## src/rtl/rx_core.sv

```systemverilog
// UART receive core: 16x oversampled deserialiser with majority-vote sampling,
// parity/stop checking and an active-low FIFO write strobe.
module rx_core (
    input  logic       clk,
    input  logic       rst,
    input  logic       p_OverSampleSig_i,
    input  logic       Rx_i,
    input  logic       p_ParityEnable_i,
    input  logic       ParityMethod_i,
    input  logic       p_BigEnd_i,
    output logic [7:0] data_o,
    output logic       n_we_o,
    input  logic       p_full_i,
    output logic       p_ParityErr_o,
    output logic       p_FrameErr_o,
    output logic       p_Overrun_o
);

    localparam int unsigned TICK_W    = 4;
    localparam int unsigned BIT_CNT_W = 3;
    localparam int unsigned DATA_W    = 8;

    localparam logic [TICK_W-1:0]    SAMPLE_A = TICK_W'(6);
    localparam logic [TICK_W-1:0]    SAMPLE_B = TICK_W'(7);
    localparam logic [TICK_W-1:0]    SAMPLE_C = TICK_W'(8);
    localparam logic [BIT_CNT_W-1:0] LAST_BIT = BIT_CNT_W'(DATA_W - 1);

    typedef enum logic [2:0] {
        ST_BREAK,
        ST_IDLE,
        ST_START,
        ST_DATA,
        ST_PARITY,
        ST_STOP
    } state_e;

    state_e                 state_q, state_d;
    logic                   rx_meta_q, rx_meta_d;
    logic                   rxs_q, rxs_d;
    logic [TICK_W-1:0]      tick_q, tick_d;
    logic [BIT_CNT_W-1:0]   bit_q, bit_d;
    logic                   s6_q, s6_d;
    logic                   s7_q, s7_d;
    logic [DATA_W-1:0]      shift_q, shift_d;
    logic                   par_en_q, par_en_d;
    logic                   par_odd_q, par_odd_d;
    logic                   big_end_q, big_end_d;
    logic                   par_err_pend_q, par_err_pend_d;
    logic [DATA_W-1:0]      data_q, data_d;
    logic                   n_we_q, n_we_d;
    logic                   par_err_q, par_err_d;
    logic                   frame_err_q, frame_err_d;
    logic                   overrun_q, overrun_d;

    logic [TICK_W-1:0]      tick_nxt;
    logic                   decide;
    logic                   maj;

    assign tick_nxt = tick_q + TICK_W'(1);
    assign decide   = p_OverSampleSig_i && (tick_nxt == SAMPLE_C);
    // third vote is the live sample taken at the decision tick
    assign maj      = (s6_q & s7_q) | (s6_q & rxs_q) | (s7_q & rxs_q);

    always_comb begin
        rx_meta_d      = Rx_i;
        rxs_d          = rx_meta_q;
        state_d        = state_q;
        tick_d         = tick_q;
        bit_d          = bit_q;
        s6_d           = s6_q;
        s7_d           = s7_q;
        shift_d        = shift_q;
        par_en_d       = par_en_q;
        par_odd_d      = par_odd_q;
        big_end_d      = big_end_q;
        par_err_pend_d = par_err_pend_q;
        data_d         = data_q;
        n_we_d         = 1'b1;
        par_err_d      = par_err_q;
        frame_err_d    = frame_err_q;
        overrun_d      = overrun_q;

        if (p_OverSampleSig_i) begin
            tick_d = tick_nxt;
            if (tick_nxt == SAMPLE_A) s6_d = rxs_q;
            if (tick_nxt == SAMPLE_B) s7_d = rxs_q;
        end

        case (state_q)
            ST_BREAK: begin
                if (rxs_q) state_d = ST_IDLE;
            end
            ST_IDLE: begin
                if (!rxs_q) begin
                    tick_d  = '0;
                    state_d = ST_START;
                end
            end
            ST_START: begin
                if (decide) begin
                    if (maj) begin
                        state_d = ST_IDLE;
                    end else begin
                        par_en_d  = p_ParityEnable_i;
                        par_odd_d = ParityMethod_i;
                        big_end_d = p_BigEnd_i;
                        bit_d     = '0;
                        state_d   = ST_DATA;
                    end
                end
            end
            ST_DATA: begin
                if (decide) begin
                    shift_d = big_end_q ? {shift_q[DATA_W-2:0], maj}
                                        : {maj, shift_q[DATA_W-1:1]};
                    bit_d   = bit_q + BIT_CNT_W'(1);
                    if (bit_q == LAST_BIT) state_d = par_en_q ? ST_PARITY : ST_STOP;
                end
            end
            ST_PARITY: begin
                if (decide) begin
                    par_err_pend_d = ((^shift_q) ^ maj) != par_odd_q;
                    state_d        = ST_STOP;
                end
            end
            ST_STOP: begin
                if (decide) begin
                    frame_err_d = ~maj;
                    par_err_d   = par_en_q & par_err_pend_q;
                    overrun_d   = 1'b0;
                    if (maj) begin
                        state_d = ST_IDLE;
                        if (p_full_i) begin
                            overrun_d = 1'b1;
                        end else begin
                            n_we_d = 1'b0;
                            data_d = shift_q;
                        end
                    end else begin
                        // held-low line must not retrigger a frame
                        state_d = ST_BREAK;
                    end
                end
            end
            default: state_d = ST_BREAK;
        endcase
    end

    always_ff @(posedge clk or posedge rst) begin
        if (rst) begin
            state_q        <= ST_BREAK;
            rx_meta_q      <= 1'b1;
            rxs_q          <= 1'b1;
            tick_q         <= '0;
            bit_q          <= '0;
            s6_q           <= 1'b1;
            s7_q           <= 1'b1;
            shift_q        <= '0;
            par_en_q       <= 1'b0;
            par_odd_q      <= 1'b0;
            big_end_q      <= 1'b0;
            par_err_pend_q <= 1'b0;
            data_q         <= '0;
            n_we_q         <= 1'b1;
            par_err_q      <= 1'b0;
            frame_err_q    <= 1'b0;
            overrun_q      <= 1'b0;
        end else begin
            state_q        <= state_d;
            rx_meta_q      <= rx_meta_d;
            rxs_q          <= rxs_d;
            tick_q         <= tick_d;
            bit_q          <= bit_d;
            s6_q           <= s6_d;
            s7_q           <= s7_d;
            shift_q        <= shift_d;
            par_en_q       <= par_en_d;
            par_odd_q      <= par_odd_d;
            big_end_q      <= big_end_d;
            par_err_pend_q <= par_err_pend_d;
            data_q         <= data_d;
            n_we_q         <= n_we_d;
            par_err_q      <= par_err_d;
            frame_err_q    <= frame_err_d;
            overrun_q      <= overrun_d;
        end
    end

    assign data_o        = data_q;
    assign n_we_o        = n_we_q;
    assign p_ParityErr_o = par_err_q;
    assign p_FrameErr_o  = frame_err_q;
    assign p_Overrun_o   = overrun_q;

endmodule

```

## config.mk

```make
export PLATFORM = sky130hd
export DESIGN_NAME = rx_core
export DESIGN_NICKNAME = d
export VERILOG_FILES = /design/src/rtl/rx_core.sv
export SDC_FILE = /design/constraint.sdc
export NUM_CORES = 1
export LEC_CHECK = 0
export ABC_AREA = 1
export BUFFER_PORTS_ARGS = -buffer_cell sky130_fd_sc_hd__buf_4
export CORE_MARGIN = 2
export CORE_UTILIZATION = 53
export DETAILED_ROUTE_END_ITERATION = 10
export PLACE_DENSITY_LB_ADDON = 0.05
export SETUP_SLACK_MARGIN = 0.02
export SYNTH_ARGS = -nofsm -noshare
export SYNTH_HDL_FRONTEND = slang
export SYNTH_SLANG_ARGS = --single-unit
```

## constraint.sdc

```tcl
create_clock -name clk -period 1.58 [get_ports clk]
set_clock_uncertainty 0.15 [all_clocks]
set_input_delay 0.079 -clock clk [delete_from_list [all_inputs] [get_ports clk]]
set_output_delay 0.079 -clock clk [all_outputs]
set_load 0.01 [all_outputs]
```

Yosys cells after proc, flatten, opt, wreduce, memory -nomap -nowiden

Cells that the tools add are included.
Widths: inputs -> output; s select.

$add $sub $neg: 2
Equal/unequal tests: 18
Multiplexer cells: 24
Bitwise gates (word level): 9
Reduce and logical (&&, ||, !) cells: 13

Operators by type and width:

| kind                | number |
|---|---|
| $mux 3              | 10 |
| $pmux 3 s6          | 1 |
| $ne 2x2->1 const B  | 8 |
| $mux 4              | 3 |
| $reduce_and 2->1    | 5 |
| $eq 3x3->1 const B  | 3 |
| $eq 4x3->1 const B  | 2 |
| $mux 8              | 1 |
| $reduce_and 4->1    | 2 |
| $reduce_xor 8->1    | 1 |
| $mux 1              | 7 |
| $reduce_and 7->1    | 1 |
| $eq 3x2->1 const B  | 2 |
| $pmux 3 s2          | 1 |
| $add 4x1->4 const B | 1 |
| $and 1x1->1         | 4 |
| $eq 4x4->1 const B  | 1 |
| $add 3x1->3 const B | 1 |
| $eq 3x1->1 const B  | 1 |
| $logic_not 3->1     | 1 |
| $reduce_and 3->1    | 1 |
| $mux 2              | 1 |
| $not 1->1           | 2 |
| $or 1x1->1          | 2 |
| 4 further kinds     | 4 |

Register bits: 38
Bits of input ports: 8
Output and inout bits: 12
Word-level logic and storage cells: 83

Depth between registers and ports, before layout

Gate-level depths: netlist (run 1).

Depth after elaboration: 6
Gate-level depth with buffers: 11

Worst setup path after synthesis (run 1)

Ideal clock, no wire load.

Path type: flip-flop to flip-flop
Start point: reg tick_q[0]
End point: reg shift_q[1]
Arrival time: 1.461 ns
Required time: 1.304 ns
Path slack: -0.157 ns
Cell stages (with the launch flop): 9
Buffers on the path: 1
Period minus slack after synthesis: 1.737 ns
Cell sequence: dfrtp_1 > ha_1 > xnor2_1 > nand2_1 > nor2_2 > nand2_4 > nor2_8 > buf_6 > o21ai_0

Word-level cells in the longest chain between the ends: 4

Ends and longest elaborated chain:

| item                       | line | source |
|---|---|---|
| start, declared            | 40   | `logic [TICK_W-1:0] tick_q, tick_d;` |
| start signal, assigned     | 172  | `tick_q <= tick_d;` |
| $add 4x1->4                | 59   | `assign tick_nxt = tick_q + TICK_W'(1);` |
| $eq 4x4->1                 | 60   | `assign decide = p_OverSampleSig_i && (tick_nxt == SAMPLE_C);` |
| $logic_and 1x1->1          | 60   |  |
| $reduce_and 2->1 (no line) | -    |  |
| end signal, assigned       | 176  | `shift_q <= shift_d;` |
| end, declared              | 44   | `logic [DATA_W-1:0] shift_q, shift_d;` |

Every way passes these cells.
A chain may end at the register's enable or synchronous reset.

Worst setup path in the final report (run 1)

Start point: reg tick_q[0]
End point: reg shift_q[0]

Same word-level chain as after synthesis.

==> results.toml, run 1 <==
[status]
outcome = "finished with violations"
violations = "setup timing"

[place]
place_ws_ns = -0.234
portBuffers = 19
dpl.hpwl_um = 2910
dpl-instance-area_um2 = 2430
routabilityCongestion = 0.825

[cells_and_area]
multi_input_area_um2 = 1070
most-common-layout-cells = "nand2_1, buf_4, dfrtp_1, inv_1, nand3_1"
layout.nets = 330
regArea_um2 = 957
fin_area_um2 = 2700
fill_cells = 298
antenna-diode-count = 0
drive_above_1_share = 0.284
area_growth_syn_to_layout_pct = 31.6
final_common_cell = "nand2_1"

[logic_synthesis]
synth_seq_cells = 38
synth_top_family_by_area = "simple AND/OR/NAND/NOR gates"
ys_async_sr_fraction = 1.00
netlist_area_um2 = 2050
synth-main-ff-cell = "dfrtp_1"
avgSynthCellArea_um2 = 7.79
yosys.area_share.simple = 0.327
synth_compound_area_frac = 0.0831
ys_seq_area_frac = 0.467
synth_edf_count = 0
synth_area_leader_cell = "dfrtp_1"
synthMuxAreaShare = 0
synth_top_area_share = 0.403
synth_cell_types = 33
synth_cells = 263
synth-xor-area-share = 0.0208
synth.area.top_cells = "dfrtp_1, nand2_1, dfstp_2"
yosysWarnings = 0
synthAdderAreaFrac = 0.0367
syn-num-nets = 277

[sta]
period_minus_slack_ns = 1.84
slew_viol_final = 0
setup_viol = 30
finalWorstSetupSlack_ns = -0.257
relSlewSlack = 0.678
finalCritPeriodShare = 1.16
finalSetupTns_ns = -6.58
clock.fmax_ghz = 0.544
rsz0062_at_grt = "true"
hold_viol_final = 0
worst_pin_slew_ns = 0.478

[route]
drt-pass1-iter-count = 4
drt_iter0_drc = 142
ant_nets = 0
wl_per_cell_um = 11.8
wl_um = 4300
vias_per_cell = 5.04
drc_errors = 0
vias = 1838

[clock_tree]
clkLatencyLatePin_ns = 0.29
root_buffer = "clkbuf_8"
numCtsBuffers = 5
cts_buffer_depth = 2
cts_tree = "built"
cts-htree-levels = 2
clk_pin_slew_ns = 0.07
cts.sinks = 38

[global_routing]
grt_start_max_net_pins = 39
grt_antenna_before_repair = 0
grt_first_pass_wirelength_um = 7330
grt-ovfl-total = 0
track_usage = 0.220
grt_pass1_vias = 1737

[worst_hold_path]
min_to = "rxs_q$_DFF_PP1_"
whs_path_depth = 0
hold_path_class = "register to register"
min_from = "rx_meta_q$_DFF_PP1_"

[critical_path]
crit_chain = "ha_2, xnor2_2, nand2_1, nor2_2, nand2_4, buf_12, nor2_4, o21ai_1"
crit_path_end_kind = "register"
critPathKind = "register to register"
cp_slowest_cell = "dfrtp_1"
worstPathRequired_ns = 1.60
crit_arrival_ns = 1.86
cp_slowest_stage_delay_ns = 0.38
rr_startpoint = "tick_q[0]$_DFF_PP0_"
reg2regPathDepth = 8
timing.rr.end = "shift_q[0]$_DFFE_PP0P_"
cp-start-kind = "register"
worstPathMaxFanout = 8
r2r_slack_ns = -0.26

[floorplan]
die_area_um2 = 4380
die-width_um = 66.2
num_rows = 22
initial_utilization = 0.555
die_h_um = 66.2
coreArea_um2 = 3690
pin_count = 20

[power]
powerDensity_nw_per_um2 = 1620
leakage_uw = 0.00142
irDropWorstVdd_v = 0.00103

[flow_run]
max-cap-violations = 0
==> critical path: cells and delay by family (launching register included) <==
kind / cells / cell delay (ns)
fa+ha+maj: 1 / 0.20
buf+inv: 1 / 0.15
xor+xnor: 1 / 0.18
compound gates: 1 / 0.09
flops: 1 / 0.38
simple gates: 4 / 0.57
==> flip-flops by register name, indices dropped and copies added, names as in the netlist, 3 cells and up <==
| register | count |
|---|---|
| data_o | 8 |
| shift_q | 8 |
| tick_q | 4 |
| bit_q | 3 |
| state_q | 3 |
==> worst max-delay path by stage <==
| stage | start | slack (ns) | depth (start not counted) | to |
|---|---|---|---|---|
| floorplan | tick_q[0]$_DFF_PP0_ | -0.14 | 8 | shift_q[1]$_DFFE_PP0P_ |
| global placement | tick_q[0]$_DFF_PP0_ | -0.20 | 9 | shift_q[1]$_DFFE_PP0P_ |
| detailed placement | tick_q[0]$_DFF_PP0_ | -0.23 | 9 | shift_q[3]$_DFFE_PP0P_ |
| CTS | tick_q[0]$_DFF_PP0_ | -0.20 | 9 | data_o[3]$_DFFE_PP0P_ |
| global route | tick_q[1]$_DFF_PP0_ | -0.35 | 9 | data_o[5]$_DFFE_PP0P_ |
| finish | tick_q[0]$_DFF_PP0_ | -0.26 | 8 | shift_q[0]$_DFFE_PP0P_ |
==> through the flow <==
stage / hold WS [ns] / instances / utilization / total power [uW]
5_1_grt: 0.210 / 365 / 0.731 / 4760
6_report: 0.206 / 365 / 0.731 / 4370
3_5_place_dp: 0.0389 / 345 / 0.660 / 3490
3_3_place_gp: 0.0373 / 345 / 0.660 / 3440
2_1_floorplan: -0.0665 / 263 / - / 2920
4_1_cts: 0.208 / 362 / 0.714 / 4250
==> cells by family after synthesis <==
kind of cell,after synthesis
and+or+nand+nor,154
DFF,38
buffers and inverters,31
AOI/OAI and AO/OA,30
adders and majority gates,6
xor gates and xnor gates,4
==> report_power, final <==
| group | switching, uW | internal (uW) | leakage [uW] |
|---|---|---|---|
| sequential | 334 | 1270 | 0.000459 |
| combinational | 1200 | 893 | 0.000910 |
| clock | 326 | 352 | 0.0000482 |
==> layout make-up <==
cell class,instances,area share
clock buffers,7,0.0320
inverters,26,0.0381
repair buffers,49,0.152
flip-flops and latches,38,0.355
clock inverters,1,0.00186
multi-input cells,196,0.398
well taps,48,0.0223
==> Yosys cell counts (2+ instances only) <==
master,number
nand2_1,102
dfrtp_1,33
inv_1,22
nand3_1,22
o21ai_0,18
nor2_1,17
ha_1,6
a21oi_1,5
dfstp_2,5
o21ai_1,3
buf_6,2
clkbuf_1,2
inv_2,2
nand2_2,2
nand4_1,2
nor2_2,2
xnor2_1,2
==> per-layer routing <==
metal / GRT usage / wire length, um
met2: 0.345 / 2030
met4: 0.0612 / 45
met1: 0.302 / 2030
met3: 0.0579 / 191
met5: 0 / 0
==> what timing repair did <==
item	4_1_cts	5_1_grt
pin swaps	2	4
endpoints found under the setup margin	30	32
gates cloned	1	1
endpoints found under the hold margin	42	0
setup buffers	1	2
gates resized for setup	7	11
hold buffers	7	0
(Power assumes the default switching activity.)
==> run 2: changes to the inputs <==
--- a/config.mk
+++ b/config.mk
@@ -5,10 +5,9 @@
 export SDC_FILE = /design/constraint.sdc
 export NUM_CORES = 1
 export LEC_CHECK = 0
-export ABC_AREA = 1
 export BUFFER_PORTS_ARGS = -buffer_cell sky130_fd_sc_hd__buf_4
 export CORE_MARGIN = 2
-export CORE_UTILIZATION = 53
+export CORE_UTILIZATION = 52
 export DETAILED_ROUTE_END_ITERATION = 10
 export PLACE_DENSITY_LB_ADDON = 0.05
 export SETUP_SLACK_MARGIN = 0.02
==> results.toml, run 2 <==
[route]
vias = 1531
vias_per_cell = 5.32
drt-pass1-iter-count = 4
wl_um = 4900
wl_per_cell_um = 17.0
ant_nets = 0
drc_errors = 0
drt_iter0_drc = 85

[worst_hold_path]
whs_path_depth = 4
hold_path_class = "input pin to register"
min_to = "tick_q[3]$_DFF_PP0_"
min_from = "p_OverSampleSig_i"

[power]
clkPwrFrac = 0.194
seq_power_share = 0.314
combPwrFrac = 0.492
switchingPower_uw = 1450
irDropWorstVdd_v = 0.00101
power.internal_uw = 2790
leakage_uw = 0.00138
p_sw_frac = 0.341
powerDensity_nw_per_um2 = 1420

[critical_path]
timing.rr.end = "data_o[2]$_DFFE_PP0P_"
reg2regPathDepth = 6
rr_startpoint = "tick_q[1]$_DFF_PP0_"
worstPathMaxFanout = 5
crit_chain = "ha_4, xnor2_4, nand3_4, nor4_4, buf_6, mux2_4"
crit_path_end_kind = "register"
cp-start-kind = "register"
worstPathRequired_ns = 1.61
cp_slowest_stage_delay_ns = 0.43
cp_slowest_cell = "dfrtp_2"
r2r_slack_ns = -0.45
critPathBufInv = 1
cp_top_family = "simple AND/OR/NAND/NOR gates"
crit_arrival_ns = 2.06
critPathKind = "register to register"

[sta]
slew_viol_final = 0
finalCritPeriodShare = 1.29
setup_viol = 32
clock.fmax_ghz = 0.492
timing.hold.ws_ns = 0.0626
worst_pin_slew_ns = 0.482
finalWorstSetupSlack_ns = -0.452
period_minus_slack_ns = 2.03
relSlewSlack = 0.679
hold_viol_final = 0
rsz0062_at_grt = "true"

[logic_synthesis]
ys_seq_area_frac = 0.482
synth-main-ff-cell = "dfrtp_1"
synth_cell_types = 41
synth_area_leader_cell = "dfrtp_1"
synth_top_area_share = 0.416
avgSynthCellArea_um2 = 12.0
netlist_area_um2 = 1990
synth.area.top_cells = "dfrtp_1, mux2_2, dfstp_2"
synth_seq_cells = 38
yosysWarnings = 0
ys_async_sr_fraction = 1.00
synth_cells = 166
syn-num-nets = 180
synth_edf_count = 0
synth_common_cells = "dfrtp_1, mux2_2, nand2_1, xnor2_1, inv_1"
synthMostInstantiatedCell = "dfrtp_1"

[floorplan]
die_area_um2 = 4330
initial_utilization = 0.542
die-width_um = 65.8
coreArea_um2 = 3660
die_h_um = 65.8
num_rows = 22
pin_count = 20

[global_routing]
grt-ovfl-total = 0
grt_start_max_net_pins = 39
track_usage = 0.242
grt_antenna_before_repair = 0
grt_first_pass_wirelength_um = 7780
grt_pass1_vias = 1595

[place]
routabilityCongestion = 0.905
portBuffers = 19
dpl.hpwl_um = 2950
place_ws_ns = -0.444

[cells_and_area]
area_growth_syn_to_layout_pct = 50.2
drive_above_1_share = 0.583
final_common_cell = "buf_4"
fill_cells = 205
layout.nets = 253
antenna-diode-count = 0
most-common-layout-cells = "buf_4, dfrtp_1, mux2_2, mux2_4, buf_6"

[clock_tree]
clk_pin_slew_ns = 0.08
numCtsBuffers = 5
root_buffer = "clkbuf_8"
cts.sinks = 38
cts-htree-levels = 2
cts_tree = "built"
cts_buffer_depth = 2
clkLatencyLatePin_ns = 0.29

[flow_run]
max-cap-violations = 0

[status]
outcome = "finished with violations"
violations = "setup timing"
run 2: cell count changes in the layout (fill, tap and decap cells not counted), sizes merged, moves of 4 or more:
| cell | change |
|---|---|
| buf | +23 |
| inv | -15 |
| mux2 | +32 |
| nand2 | -95 |
| nand3 | -19 |
| nor2 | -16 |
| nor2b | +4 |
| nor4 | +4 |
| o21ai | -18 |
| xnor2 | +7 |
run 2: layout make-up:
type / instances / area [um2] / area share
Clock buffer: 5 / 68.8 / 0.0231
Clock inverter: 3 / 40.0 / 0.0134
Inverter: 9 / 33.8 / 0.0113
Multi-Input combinational cell: 112 / 1200 / 0.403
Sequential cell: 38 / 961 / 0.322
Tap cell: 48 / 60.1 / 0.0201
Timing Repair Buffer: 73 / 617 / 0.207
run 2: metrics by stage:
| step | TNS [ns] | power (uW) | area, um2 | instances | utilization |
|---|---|---|---|---|---|
| 2_1_floorplan | -10.72 | 2370 | 2090 | 166 | - |
| 3_3_place_gp | -10.25 | 2870 | 2540 | 263 | 0.693 |
| 3_5_place_dp | -11.03 | 2930 | 2540 | 263 | 0.693 |
| 4_1_cts | -9.41 | 3980 | 2880 | 286 | 0.787 |
| 5_1_grt | -12.84 | 4470 | 2980 | 288 | 0.814 |
| 6_report | -10.83 | 4240 | 2980 | 288 | 0.814 |
run 2: kinds of logic (layout without fill, tap and decap cells):
| family | after synthesis | after routing | synth area share |
|---|---|---|---|
| muxes | 35 | 35 | 0.197 |
| buffers and inverters | 16 | 90 | 0.0328 |
| AOI/OAI and AO/OA | 17 | 17 | 0.0592 |
| DFF | 38 | 38 | 0.482 |
| adders and majority gates | 7 | 7 | 0.0428 |
| and+or+nand+nor | 39 | 39 | 0.114 |
| xor gates and xnor gates | 14 | 14 | 0.0725 |
run 2: tightest hold or removal path: cells and delay by family:
| family | cells | cell delay [ns] |
|---|---|---|
| buffers and inverters | 1 | 0.15 |
| AND/OR/NAND/NOR | 2 | 0.17 |
| XOR/XNOR | 1 | 0.07 |
run 2: power groups by stage:
stage,Combinational [uW],Sequential [uW],Clock [uW]
2_1_floorplan,1030,1340,0
3_3_place_gp,1550,1320,0
3_5_place_dp,1600,1330,0
4_1_cts,1820,1320,837
5_1_grt,2250,1350,866
6_report,2090,1330,823
run 2: timing repair:
item	CTS	global route
gates cloned	1	0
endpoints found under the hold margin	39	0
resized for setup	28	19
pin swaps	12	7
endpoints found under the setup margin	36	36
hold buffers	8	0
buffers inserted	6	2
run 2: worst max-delay path by stage:
stage	start	to	slack, ns	cells past startpoint
floorplan	tick_q[0]$_DFF_PP0_	data_o[0]$_DFFE_PP0P_	-0.58	5
global route	tick_q[1]$_DFF_PP0_	data_o[2]$_DFFE_PP0P_	-0.50	6
detailed placement	tick_q[0]$_DFF_PP0_	data_o[6]$_DFFE_PP0P_	-0.44	6
CTS	tick_q[1]$_DFF_PP0_	data_o[5]$_DFFE_PP0P_	-0.40	6
finish	tick_q[1]$_DFF_PP0_	data_o[2]$_DFFE_PP0P_	-0.45	6
global placement	tick_q[0]$_DFF_PP0_	data_o[2]$_DFFE_PP0P_	-0.41	6
run 2: routing by layer:
metal	wire length, um	part of all wire	GRT usage	vias up
met3	176	0.036	0.0443	15
met4	147	0.030	0.0781	0
li1	-	-	-	724
met1	2210	0.45	0.330	744
met2	2370	0.48	0.390	48
met5	0	0	0	-
==> run 3: changes to the inputs <==
--- a/config.mk
+++ b/config.mk
@@ -11,6 +11,7 @@
 export DETAILED_ROUTE_END_ITERATION = 10
 export PLACE_DENSITY_LB_ADDON = 0.05
 export SETUP_SLACK_MARGIN = 0.02
+export SKIP_CTS_REPAIR_TIMING = 1
 export SYNTH_ARGS = -nofsm -noshare
 export SYNTH_HDL_FRONTEND = slang
 export SYNTH_SLANG_ARGS = --single-unit
==> results.toml, run 3 (synthesized netlist as in run 2, its figures left out) <==
[power]
p_sw_frac = 0.335
irDropWorstVdd_v = 0.00110
powerDensity_nw_per_um2 = 1380
switchingPower_uw = 1340
leakage_uw = 0.00134
power.internal_uw = 2650
combPwrFrac = 0.465
clkPwrFrac = 0.205
seq_power_share = 0.330

[clock_tree]
cts.sinks = 38
root_buffer = "clkbuf_8"
cts_buffer_depth = 2
cts-htree-levels = 2
numCtsBuffers = 5
clkLatencyLatePin_ns = 0.29
clk_pin_slew_ns = 0.07
cts_tree = "built"

[sta]
slew_viol_final = 0
clock.fmax_ghz = 0.498
finalWorstSetupSlack_ns = -0.429
rsz0062_at_grt = "true"
hold_viol_final = 0
finalCritPeriodShare = 1.27
timing.hold.ws_ns = 0.0164
setup_viol = 32
relSlewSlack = 0.681
period_minus_slack_ns = 2.01
worst_pin_slew_ns = 0.478

[flow_run]
max-cap-violations = 0

[floorplan]
die_h_um = 65.8
pin_count = 20
die-width_um = 65.8
initial_utilization = 0.542
num_rows = 22
die_area_um2 = 4330
coreArea_um2 = 3660

[critical_path]
rr_startpoint = "tick_q[1]$_DFF_PP0_"
worstPathMaxFanout = 5
cp-start-kind = "register"
r2r_slack_ns = -0.43
reg2regPathDepth = 6
crit_path_end_kind = "register"
worstPathRequired_ns = 1.61
critPathKind = "register to register"
crit_path_start = "tick_q[1]$_DFF_PP0_"
timing.rr.end = "data_o[4]$_DFFE_PP0P_"
crit_arrival_ns = 2.04
endpoint = "data_o[4]$_DFFE_PP0P_"

[route]
wl_per_cell_um = 15.4
drt-pass1-iter-count = 4
ant_nets = 0
wl_um = 4350
vias_per_cell = 5.27
drc_errors = 0
vias = 1487
drt_iter0_drc = 77

[place]
routabilityCongestion = 0.905
dpl-instance-area_um2 = 2540
dpl.hpwl_um = 2950
portBuffers = 19
dp_cells = 263

[cells_and_area]
area_growth_syn_to_layout_pct = 45.3
most-common-layout-cells = "buf_4, dfrtp_1, mux2_2, nand2_1, inv_1"
drive_above_1_share = 0.568
layout.nets = 247
finalNonFillerCells = 282
fin_area_um2 = 2890
final_common_cell = "buf_4"
antenna-diode-count = 0

[global_routing]
grt_start_max_net_pins = 39
track_usage = 0.210
grt_pass1_vias = 1439
grt-ovfl-total = 0
grt_antenna_before_repair = 0
grt_first_pass_wirelength_um = 6820

[worst_hold_path]
hold_path_class = "input pin to register"
min_from = "p_OverSampleSig_i"

[status]
violations = "setup timing"
outcome = "finished with violations"
-- run 3: per-stage QoR --
stage	setup slack, ns	util	TNS [ns]	total power [uW]
5_1_grt	-0.499	0.788	-12.61	4210
4_1_cts	-0.444	0.723	-11.35	3750
3_3_place_gp	-0.406	0.693	-10.25	2870
2_1_floorplan	-0.582	-	-10.72	2370
3_5_place_dp	-0.444	0.693	-11.03	2930
6_report	-0.429	0.788	-10.36	3990
-- run 3: power groups by stage --
stage	Combinational, uW	Clock, uW	Sequential (uW)
global route	2010	867	1340
global placement	1550	0	1320
CTS	1600	837	1310
floorplan	1030	0	1340
finish	1860	819	1320
detailed placement	1600	0	1330
-- run 3: final cells by class --
| cell class | instances | area, um2 |
|---|---|---|
| clock buffer | 5 | 68.8 |
| clock inverter | 3 | 40.0 |
| fill | 221 | 776 |
| inverter | 9 | 33.8 |
| multi-input combinational | 112 | 1170 |
| sequential | 38 | 961 |
| tap | 48 | 60.1 |
| timing repair buffer | 67 | 547 |
-- run 3: worst max-delay path, stage by stage (launching register included) --
cell	delay [ns]
dfrtp_2	0.42
ha_4	0.18
xnor2_4	0.16
nand3_4	0.12
nor4_4	0.34
buf_4	0.22
mux2_4	0.30
-- run 3: worst min-delay path by stage --
stage | to | cells after the start
2_1_floorplan | rx_meta_q$_DFF_PP1_ | 0
3_3_place_gp | rx_meta_q$_DFF_PP1_ | 1
3_5_place_dp | rx_meta_q$_DFF_PP1_ | 1
4_1_cts | rx_meta_q$_DFF_PP1_ | 1
5_1_grt | tick_q[1]$_DFF_PP0_ | 3
6_report | tick_q[1]$_DFF_PP0_ | 3
-- run 3: routing by layer --
layer | vias up | GRT usage | routed length, um
li1 | 717 | - | -
met1 | 734 | 0.296 | 2050
met2 | 33 | 0.324 | 2150
met3 | 3 | 0.0426 | 134
met4 | 0 | 0.0651 | 23
met5 | - | 0 | 0
